### config.mk
export PLATFORM = sky130hd
export DESIGN_NAME = multi_cycle_addsub_flat
export DESIGN_NICKNAME = d
export VERILOG_FILES = /design/src/rtl/multi_cycle_addsub_if.sv /design/src/rtl/multi_cycle_addsub.sv /design/src/flat_wrapper.sv
export SDC_FILE = /design/constraint.sdc
export NUM_CORES = 1
export LEC_CHECK = 0
export ABC_CLOCK_PERIOD_IN_PS = 8500
export CORE_UTILIZATION = 65
export CTS_BUF_LIST = sky130_fd_sc_hd__clkbuf_16
export DETAILED_ROUTE_END_ITERATION = 10
export DONT_BUFFER_PORTS = 1
export PLACE_DENSITY = 0.82
export SLEW_MARGIN = 20
export SYNTH_ARGS = -nofsm -noshare
export SYNTH_HDL_FRONTEND = slang
export SYNTH_SLANG_ARGS = --single-unit
### constraint.sdc
create_clock -name clock -period 8.5 [get_ports clock]
set_clock_uncertainty 0.1 [all_clocks]
set_input_delay 1.7 -clock clock [delete_from_list [all_inputs] [get_ports clock]]
set_output_delay 1.7 -clock clock [all_outputs]
set_load 0.02 [all_outputs]
### src/rtl/multi_cycle_addsub_if.sv
// Operand/result bundle for multi_cycle_addsub.
// Optional macro ADDSUB_SATURATE_EN adds the sat request bit.
interface multi_cycle_addsub_if #(
  parameter int WIDTH = 32
);
  logic             start;
  logic             sub;
  logic [WIDTH-1:0] a;
  logic [WIDTH-1:0] b;
`ifdef ADDSUB_SATURATE_EN
  logic             sat;
`endif
  logic             busy;
  logic             done;
  logic [WIDTH-1:0] result;
  logic             c_out;
  logic             overflow;
  logic             zero;

  modport master (
    output start, sub, a, b,
`ifdef ADDSUB_SATURATE_EN
    output sat,
`endif
    input  busy, done, result, c_out, overflow, zero
  );

  modport slave (
    input  start, sub, a, b,
`ifdef ADDSUB_SATURATE_EN
    input  sat,
`endif
    output busy, done, result, c_out, overflow, zero
  );
endinterface

### src/rtl/multi_cycle_addsub.sv
// Chunk-serial adder/subtractor: WIDTH bits, CHUNK bits per cycle, LSB chunk
// first, carry registered between chunks. start/busy/done handshake with
// carry, signed overflow and zero flags.
// Optional macro ADDSUB_SATURATE_EN: clamp signed overflow when sat is latched.
module multi_cycle_addsub #(
  parameter int WIDTH = 32,
  parameter int CHUNK = 8
) (
  input  logic                  clock,
  input  logic                  reset_n,
  multi_cycle_addsub_if.slave   bus
);
  localparam int N  = WIDTH / CHUNK;
  localparam int CW = (N > 1) ? $clog2(N) : 1;
  localparam logic [CW-1:0]    LAST = CW'(N - 1);
  localparam logic [WIDTH-1:0] MAXP = {1'b0, {(WIDTH-1){1'b1}}};
  localparam logic [WIDTH-1:0] MAXN = {1'b1, {(WIDTH-1){1'b0}}};

  typedef enum logic [1:0] {IDLE, RUN, DONE} state_t;

  state_t           state_q, state_d;
  logic [CW-1:0]    cnt_q, cnt_d;
  logic             carry_q, carry_d;
  logic [WIDTH-1:0] a_q, a_d, b_q, b_d, res_q, res_d;
  logic             busy_q, busy_d, done_q, done_d;
  logic             cout_q, cout_d, ovf_q, ovf_d, zero_q, zero_d;
`ifdef ADDSUB_SATURATE_EN
  logic             sat_q, sat_d;
`endif

  logic [CHUNK-1:0] ca, cb;
  logic [CHUNK:0]   sum;
  logic             msb_cin;

  // Next-state: accept in IDLE/DONE, one chunk per edge in RUN, flags on the last chunk
  always_comb begin
    state_d = state_q;
    cnt_d   = cnt_q;
    carry_d = carry_q;
    a_d     = a_q;
    b_d     = b_q;
    res_d   = res_q;
    busy_d  = busy_q;
    done_d  = 1'b0;
    cout_d  = cout_q;
    ovf_d   = ovf_q;
    zero_d  = zero_q;
`ifdef ADDSUB_SATURATE_EN
    sat_d   = sat_q;
`endif
    ca      = a_q[int'(cnt_q)*CHUNK +: CHUNK];
    cb      = b_q[int'(cnt_q)*CHUNK +: CHUNK];
    sum     = {1'b0, ca} + {1'b0, cb} + (CHUNK+1)'(carry_q);
    // carry into the chunk MSB recovered from the MSB sum bit
    msb_cin = ca[CHUNK-1] ^ cb[CHUNK-1] ^ sum[CHUNK-1];

    case (state_q)
      RUN: begin
        res_d[int'(cnt_q)*CHUNK +: CHUNK] = sum[CHUNK-1:0];
        carry_d = sum[CHUNK];
        cnt_d   = cnt_q + CW'(1);
        if (cnt_q == LAST) begin
          cout_d = sum[CHUNK];
          ovf_d  = msb_cin ^ sum[CHUNK];
`ifdef ADDSUB_SATURATE_EN
          if (sat_q && ovf_d) res_d = a_q[WIDTH-1] ? MAXN : MAXP;
`endif
          zero_d  = (res_d == '0);
          state_d = DONE;
          busy_d  = 1'b0;
          done_d  = 1'b1;
        end
      end
      default: begin
        state_d = IDLE;
        busy_d  = 1'b0;
        if (bus.start) begin
          // subtraction is a + ~b + 1: invert b here, seed the carry with sub
          a_d     = bus.a;
          b_d     = bus.b ^ {WIDTH{bus.sub}};
          carry_d = bus.sub;
          cnt_d   = '0;
          res_d   = '0;
`ifdef ADDSUB_SATURATE_EN
          sat_d   = bus.sat;
`endif
          state_d = RUN;
          busy_d  = 1'b1;
        end
      end
    endcase
  end

  // State registers, async active-low clear aborts any operation in flight
  always_ff @(posedge clock or negedge reset_n) begin
    if (!reset_n) begin
      state_q <= IDLE;
      cnt_q   <= '0;
      carry_q <= 1'b0;
      a_q     <= '0;
      b_q     <= '0;
      res_q   <= '0;
      busy_q  <= 1'b0;
      done_q  <= 1'b0;
      cout_q  <= 1'b0;
      ovf_q   <= 1'b0;
      zero_q  <= 1'b0;
`ifdef ADDSUB_SATURATE_EN
      sat_q   <= 1'b0;
`endif
    end else begin
      state_q <= state_d;
      cnt_q   <= cnt_d;
      carry_q <= carry_d;
      a_q     <= a_d;
      b_q     <= b_d;
      res_q   <= res_d;
      busy_q  <= busy_d;
      done_q  <= done_d;
      cout_q  <= cout_d;
      ovf_q   <= ovf_d;
      zero_q  <= zero_d;
`ifdef ADDSUB_SATURATE_EN
      sat_q   <= sat_d;
`endif
    end
  end

  assign bus.busy     = busy_q;
  assign bus.done     = done_q;
  assign bus.result   = res_q;
  assign bus.c_out    = cout_q;
  assign bus.overflow = ovf_q;
  assign bus.zero     = zero_q;
endmodule

### src/flat_wrapper.sv
// flat-port wrapper written by rule: the top's interface ports become plain ports
module multi_cycle_addsub_flat 
#(
  parameter int WIDTH = 32,
  parameter int CHUNK = 8
)
  (clock, reset_n, bus_start, bus_sub, bus_a, bus_b, bus_busy, bus_done, bus_result, bus_c_out, bus_overflow, bus_zero);
  multi_cycle_addsub_if #(.WIDTH(WIDTH)) bus_i ();
  input  logic clock;
  input  logic reset_n;
  input wire logic [$bits(bus_i.start)-1:0] bus_start;
  input wire logic [$bits(bus_i.sub)-1:0] bus_sub;
  input wire logic [$bits(bus_i.a)-1:0] bus_a;
  input wire logic [$bits(bus_i.b)-1:0] bus_b;
  output wire logic [$bits(bus_i.busy)-1:0] bus_busy;
  output wire logic [$bits(bus_i.done)-1:0] bus_done;
  output wire logic [$bits(bus_i.result)-1:0] bus_result;
  output wire logic [$bits(bus_i.c_out)-1:0] bus_c_out;
  output wire logic [$bits(bus_i.overflow)-1:0] bus_overflow;
  output wire logic [$bits(bus_i.zero)-1:0] bus_zero;
  assign bus_i.start = bus_start;
  assign bus_i.sub = bus_sub;
  assign bus_i.a = bus_a;
  assign bus_i.b = bus_b;
  assign bus_busy = bus_i.busy;
  assign bus_done = bus_i.done;
  assign bus_result = bus_i.result;
  assign bus_c_out = bus_i.c_out;
  assign bus_overflow = bus_i.overflow;
  assign bus_zero = bus_i.zero;
  multi_cycle_addsub #(.WIDTH(WIDTH), .CHUNK(CHUNK)) u_core (.clock(clock), .reset_n(reset_n), .bus(bus_i));
endmodule
# Word level (Yosys, flattened, before mapping)
# Index checks and enable logic that the tools add are counted.
[op_classes]
addsub = 4
n_mul = 0
div = 0
order_cmp = 0
n_eq_ne = 3
shift = 4
n_mux = 15
bitwise = 5
reduce_logical = 4
[ops]
columns = ["op", "count"]
rows = [
  ["32-bit 2-to-1 mux", 2],
  ["32-bit by 6-bit variable part select with 8-bit output", 2],
  ["5-bit negator with 33-bit output", 1],
  ["8-bit by 33-bit variable shift with 32-bit output, first input constant", 1],
  ["8-bit by 33-bit variable part select with 32-bit output", 1],
  ["32-bit bitwise mux", 1],
  ["32-bit logical NOT", 1],
  ["32-bit XOR", 1],
  ["8-bit by 8-bit adder with 9-bit output", 1],
  ["9-bit by 1-bit adder with 9-bit output", 1],
  ["1-bit 2-to-1 mux", 8],
  ["2-bit 2-to-1 mux", 4],
  ["2-bit AND reduction", 2],
  ["1-bit XOR", 3],
  ["2-bit by 1-bit adder with 2-bit output, second input constant", 1],
  ["2-bit by 1-bit equality test with 1-bit output, second input constant", 1],
  ["2-bit equality test, second input constant", 1],
  ["2-bit by 1-bit != test with 1-bit output, second input constant", 1],
  ["2-bit nonzero test", 1],
  ["1-bit NOT", 1],
]
[word_totals]
reg_bits = 106
latchBits = 0
mem_bits_rw = 0
rom_bits = 0
wordCells = 46
memories = 0

# Depth between registers and ports, before layout
[logic_depth]
word_depth = 6
ltp_mapped = 11

# Worst setup path after synthesis
# OpenSTA, ideal clock, no wires.
[synth_path]
kind = "register to register"
startpoint = "register u_core.cnt_q[0]"
endpoint = "register u_core.zero_q, in the netlist u_core.bus.zero"
setup_ps = 104
arrival_ps = 3393
path_slack_ps = 4904
path_stages_with_launch = 11
path_cell_list = "dfrtp_1 -> buf_4 -> buf_2 -> mux4_2 -> fa_1 -> fa_1 -> a21o_1 -> a221oi_2 -> xnor2_1 -> o31a_1 -> o41ai_2"
[synth_between]
elab_chain_cells = 6
word_cells_on_any_way = 11
classes_between = "add/sub: 3; eq/ne: 1; shift: 4; mux: 1; reduce/logical: 2"
[synth_rtl]
columns = ["element", "line_no", "source"]
rows = [
  ["start: declaration", "multi_cycle_addsub.sv:22", "logic [CW-1:0] cnt_q, cnt_d;"],
  ["start signal: assignment", "multi_cycle_addsub.sv:113", "cnt_q <= cnt_d;"],
  ["32-bit by 6-bit variable part select with 8-bit output (on tied branches)", "multi_cycle_addsub.sv:51, multi_cycle_addsub.sv:52", ""],
  ["8-bit by 8-bit adder with 9-bit output", "multi_cycle_addsub.sv:53", "sum = {1'b0, ca} + {1'b0, cb} + (CHUNK+1)'(carry_q);"],
  ["9-bit by 1-bit adder with 9-bit output", "multi_cycle_addsub.sv:53", ""],
  ["8-bit by 33-bit variable part select with 32-bit output", "multi_cycle_addsub.sv:59", "res_d[int'(cnt_q)*CHUNK +: CHUNK] = sum[CHUNK-1:0];"],
  ["32-bit bitwise mux", "multi_cycle_addsub.sv:59", ""],
  ["32-bit logical NOT", "multi_cycle_addsub.sv:68", "zero_d = (res_d == '0);"],
  ["end signal: assignment", "multi_cycle_addsub.sv:122", "zero_q <= zero_d;"],
  ["end: declaration", "multi_cycle_addsub.sv:26", "logic cout_q, cout_d, ovf_q, ovf_d, zero_q, zero_d;"],
]
# Parallel ways exist; a longest one is shown, timed or not.
# A chain may end at the register's enable or synchronous reset.

# Worst setup path in the final report
[layout_path]
startpoint = "register u_core.cnt_q[1]"
endpoint = "register u_core.zero_q, in the netlist u_core.bus.zero"
# The elaborated chain is that of the path after synthesis.

==> results.tsv <==
stage	metric	value	unit
yosys	synth_xor_area_frac	0.06453	
global_routing	grt_overflow	0	
clock_tree	insertion_delay	0.35	ns
cells_and_area	final_cell_mix	nand2_1 (138), dfrtp_1 (105), o21ai_0 (39)	
yosys	synth_cell_type_count	50	
power	power.internal	1544	uW
critical_path	path_cells	mux4_2 > fa_1 > fa_1 > a21o_1 > a221oi_2 > xnor2_1 > o31a_1 > o41ai_2	
critical_path	critPathArrivalTime	4.06	ns
place	place_area	5197	um^2
power	p_sw	1273	uW
power	powerDensity	508.3	nW/um^2
clock_tree	cts.clk_slew.worst_paths	0.07	ns
routing	drt_iter0_markers	256	
timing	relSlewSlack	0.4023	
global_routing	grt.total_usage	0.2997	
timing	holdWs	0.3761	ns
critical_path	cp_common_cell	fa_1	
place	gp_congestion	0.9145	
yosys	synth_edf_count	0	
floorplan	die_height	91.08	um
power	power_frac_clock	0.168	
job	maxCapViolations	0	
yosys	syn_inst	489	
cells_and_area	finish.utilization	0.7209	
cells_and_area	multiInputGateArea	2402	um^2
routing	wirelength	11.67	mm
clock_tree	clockBufferDepth	2	
yosys	synth_top_family_by_area	simple AND/OR/NAND/NOR gates	
floorplan	core	7687	um^2
cells_and_area	fin_area	5542	um^2
timing	rsz0062_at_grt	no	
cells_and_area	num_antenna_cells	0	
yosys	syn_nets	572	
floorplan	die_w	91.08	um
routing	vias	3686	
yosys	ys_seq_area_frac	0.5095	
timing	fmax	0.2556	GHz
yosys	synth-seq-cells	105	
clock_tree	postCtsSetupBuffers	0	
global_routing	first_global_vias	3765	
critical_path	cp-start-kind	flop	
timing	timing.setup.tns	0	ns
clock_tree	cts_buffers	9	
yosys	synth_ff_type	dfrtp_1	
global_routing	grt_pass1_wl	18.99	mm
yosys	synth.cell_area	5157	um^2
routing	drc	0	
place	io_buffer_count	0	
cells_and_area	drive_above_1_share	0.09771	
yosys	async_flop_share	1.000	
timing	hold_viol_final	0	
run_status	status	finished, final reports clean	
power	ir_drop	0.2469	mV
routing	firstDrtPassIters	5	
floorplan	num_rows	32	
critical_path	crit_required	8.64	ns
worst_hold_path	hold_path_class	reg -> reg	
power	p_comb_frac	0.484	
clock_tree	cts_resized	0	
timing	report.final.slew_viol_count	0	
clock_tree	cts_sinks	105	
timing	period_needed	3.913	ns
clock_tree	tritoncts	done	
cells_and_area	layout.cells.most_common	nand2_1	
yosys	synth-compound-area-share	0.1317	
yosys	yosys-mux-area-fraction	0.07424	
place	dp_hpwl	7.983	mm
cells_and_area	n_fill_cell	541	
floorplan	die_area	8295	um^2
clock_tree	root_buffer	clkbuf_16	
yosys	synth-adder-area-share	0.03930	
critical_path	cp_slowest_cell	dfrtp_1	
critical_path	end_kind	flop	
routing	vias_per_cell	6.322	
yosys	avgSynthCellArea	10.55	um^2
power	power_frac_seq	0.349	
critical_path	crit_type	reg -> reg	
timing	period_share	0.4603	
timing	finalSetupViolCount	0	
cells_and_area	area_growth_syn_to_layout	7.448	%
critical_path	max_stage_delay	0.93	ns
power	p_leak	0.002593	uW
routing	ant_nets	0	
timing	worst_pin_slew	0.8965	ns
critical_path	worstPathMaxFanout	20	
floorplan	start_util	0.6709	
routing	wl_per_cell	20.01	um
yosys	synth-simple-area-share	0.1553	
cells_and_area	regArea	2628	um^2
floorplan	io_pins	105	
clock_tree	h-tree-depth	3	
power	p_sw_frac	0.4518	
global_routing	grt_max_degree	106	
global_routing	antenna_found_initial	0	
yosys	yosysWarnings	0	
cells_and_area	layout.nets	559	
clock_tree	ctsHoldBuffers	0	
## cells in the mapped netlist, types with 3 or more instances
cell type	number	area, um^2
buf_2	3	15.01
o21ai_0	39	195.2
nor3_1	5	25.02
inv_1	7	26.28
a21o_1	3	22.52
clkbuf_1	20	75.07
xnor2_1	35	306.5
dfrtp_1	105	2628
a21oi_1	14	70.07
xor2_1	3	26.28
nor4_1	6	37.54
nand3b_1	3	22.52
nor2b_1	5	31.28
ha_1	13	162.7
a22o_1	29	254.0
nand2_1	139	521.8
mux4_2	16	360.4
nor2_1	6	22.52
## metrics by stage
stage               setup slack [ns]  total power, uW  instances
floorplan                      4.904             1936        489
global placement               4.842             2245        567
detailed placement             4.679             2304        567
CTS                            4.622             2798        583
global route                   4.463             2989        583
finish                         4.587             2817        583
## layout make-up
type | instances | share of cell area
Sequential cell | 105 | 0.4741
Multi-Input combinational cell | 351 | 0.4335
Clock buffer | 9 | 0.04064
Tap cell | 102 | 0.02303
Clock inverter | 7 | 0.02122
Inverter | 7 | 0.004741
Timing Repair Buffer | 2 | 0.002709
## metal layers
layer / track usage / part of all wire / vias to the layer above
li1: - / - / 1680
met1: 0.3547 / 0.39 / 1797
met2: 0.5006 / 0.51 / 177
met3: 0.07454 / 0.067 / 32
met4: 0.1706 / 0.036 / 0
met5: 0 / 0 / -
## power by group through the flow
stage                     clock (uW)  sequential (uW)  combinational [uW]
after global placement             0              973                1270
final                            472              982                1360
after CTS                        477              980                1340
after global routing             492             1010                1490
after floorplan                    0              907                1030
after detailed placement           0              985                1320
## sequential cells by signal, summed over array words and instances, names as in the netlist
| register | flops |
|---|---|
| u_core.bus.zero | 1 |
| u_core.carry_q | 1 |
| u_core.bus.c_out | 1 |
| u_core.state_q | 2 |
| u_core.cnt_q | 2 |
| u_core.b_q | 32 |
| u_core.bus.result | 32 |
| u_core.a_q | 32 |
| u_core.bus.overflow | 1 |
| u_core.bus.done | 1 |
## worst max-delay path, delay by kind of cell (launching register included)
| kind | cells | cell delay (ns) |
|---|---|---|
| compound gates | 4 | 1.22 |
| mux | 1 | 0.43 |
| xor+xnor | 1 | 0.26 |
| fa+ha+maj | 2 | 0.86 |
| flops | 1 | 0.93 |
## path summary, 6_finish.rpt
check	startpoint	to	slack (ns)	depth (start not counted)
max in group asynchronous	reset_n	u_core.b_q[18]	7.20	0
min	u_core.a_q[18]	u_core.a_q[18]	0.38	2
min reg2reg	u_core.a_q[18]	u_core.a_q[18]	0.38	2
max reg2reg	u_core.cnt_q[1]	u_core.bus.zero	4.59	8
min in group asynchronous	reset_n	u_core.bus.c_out	0.95	0
max	u_core.cnt_q[1]	u_core.bus.zero	4.59	8
## cells by family (layout without fill, tap and decap cells)
family	Yosys count	in the layout
xor+xnor	38	38
fa+ha+maj	15	15
flops	105	105
mux	18	18
buf+inv	33	25
compound gates	100	100
simple gates	180	180
Power figures use the tool's default switching activity.
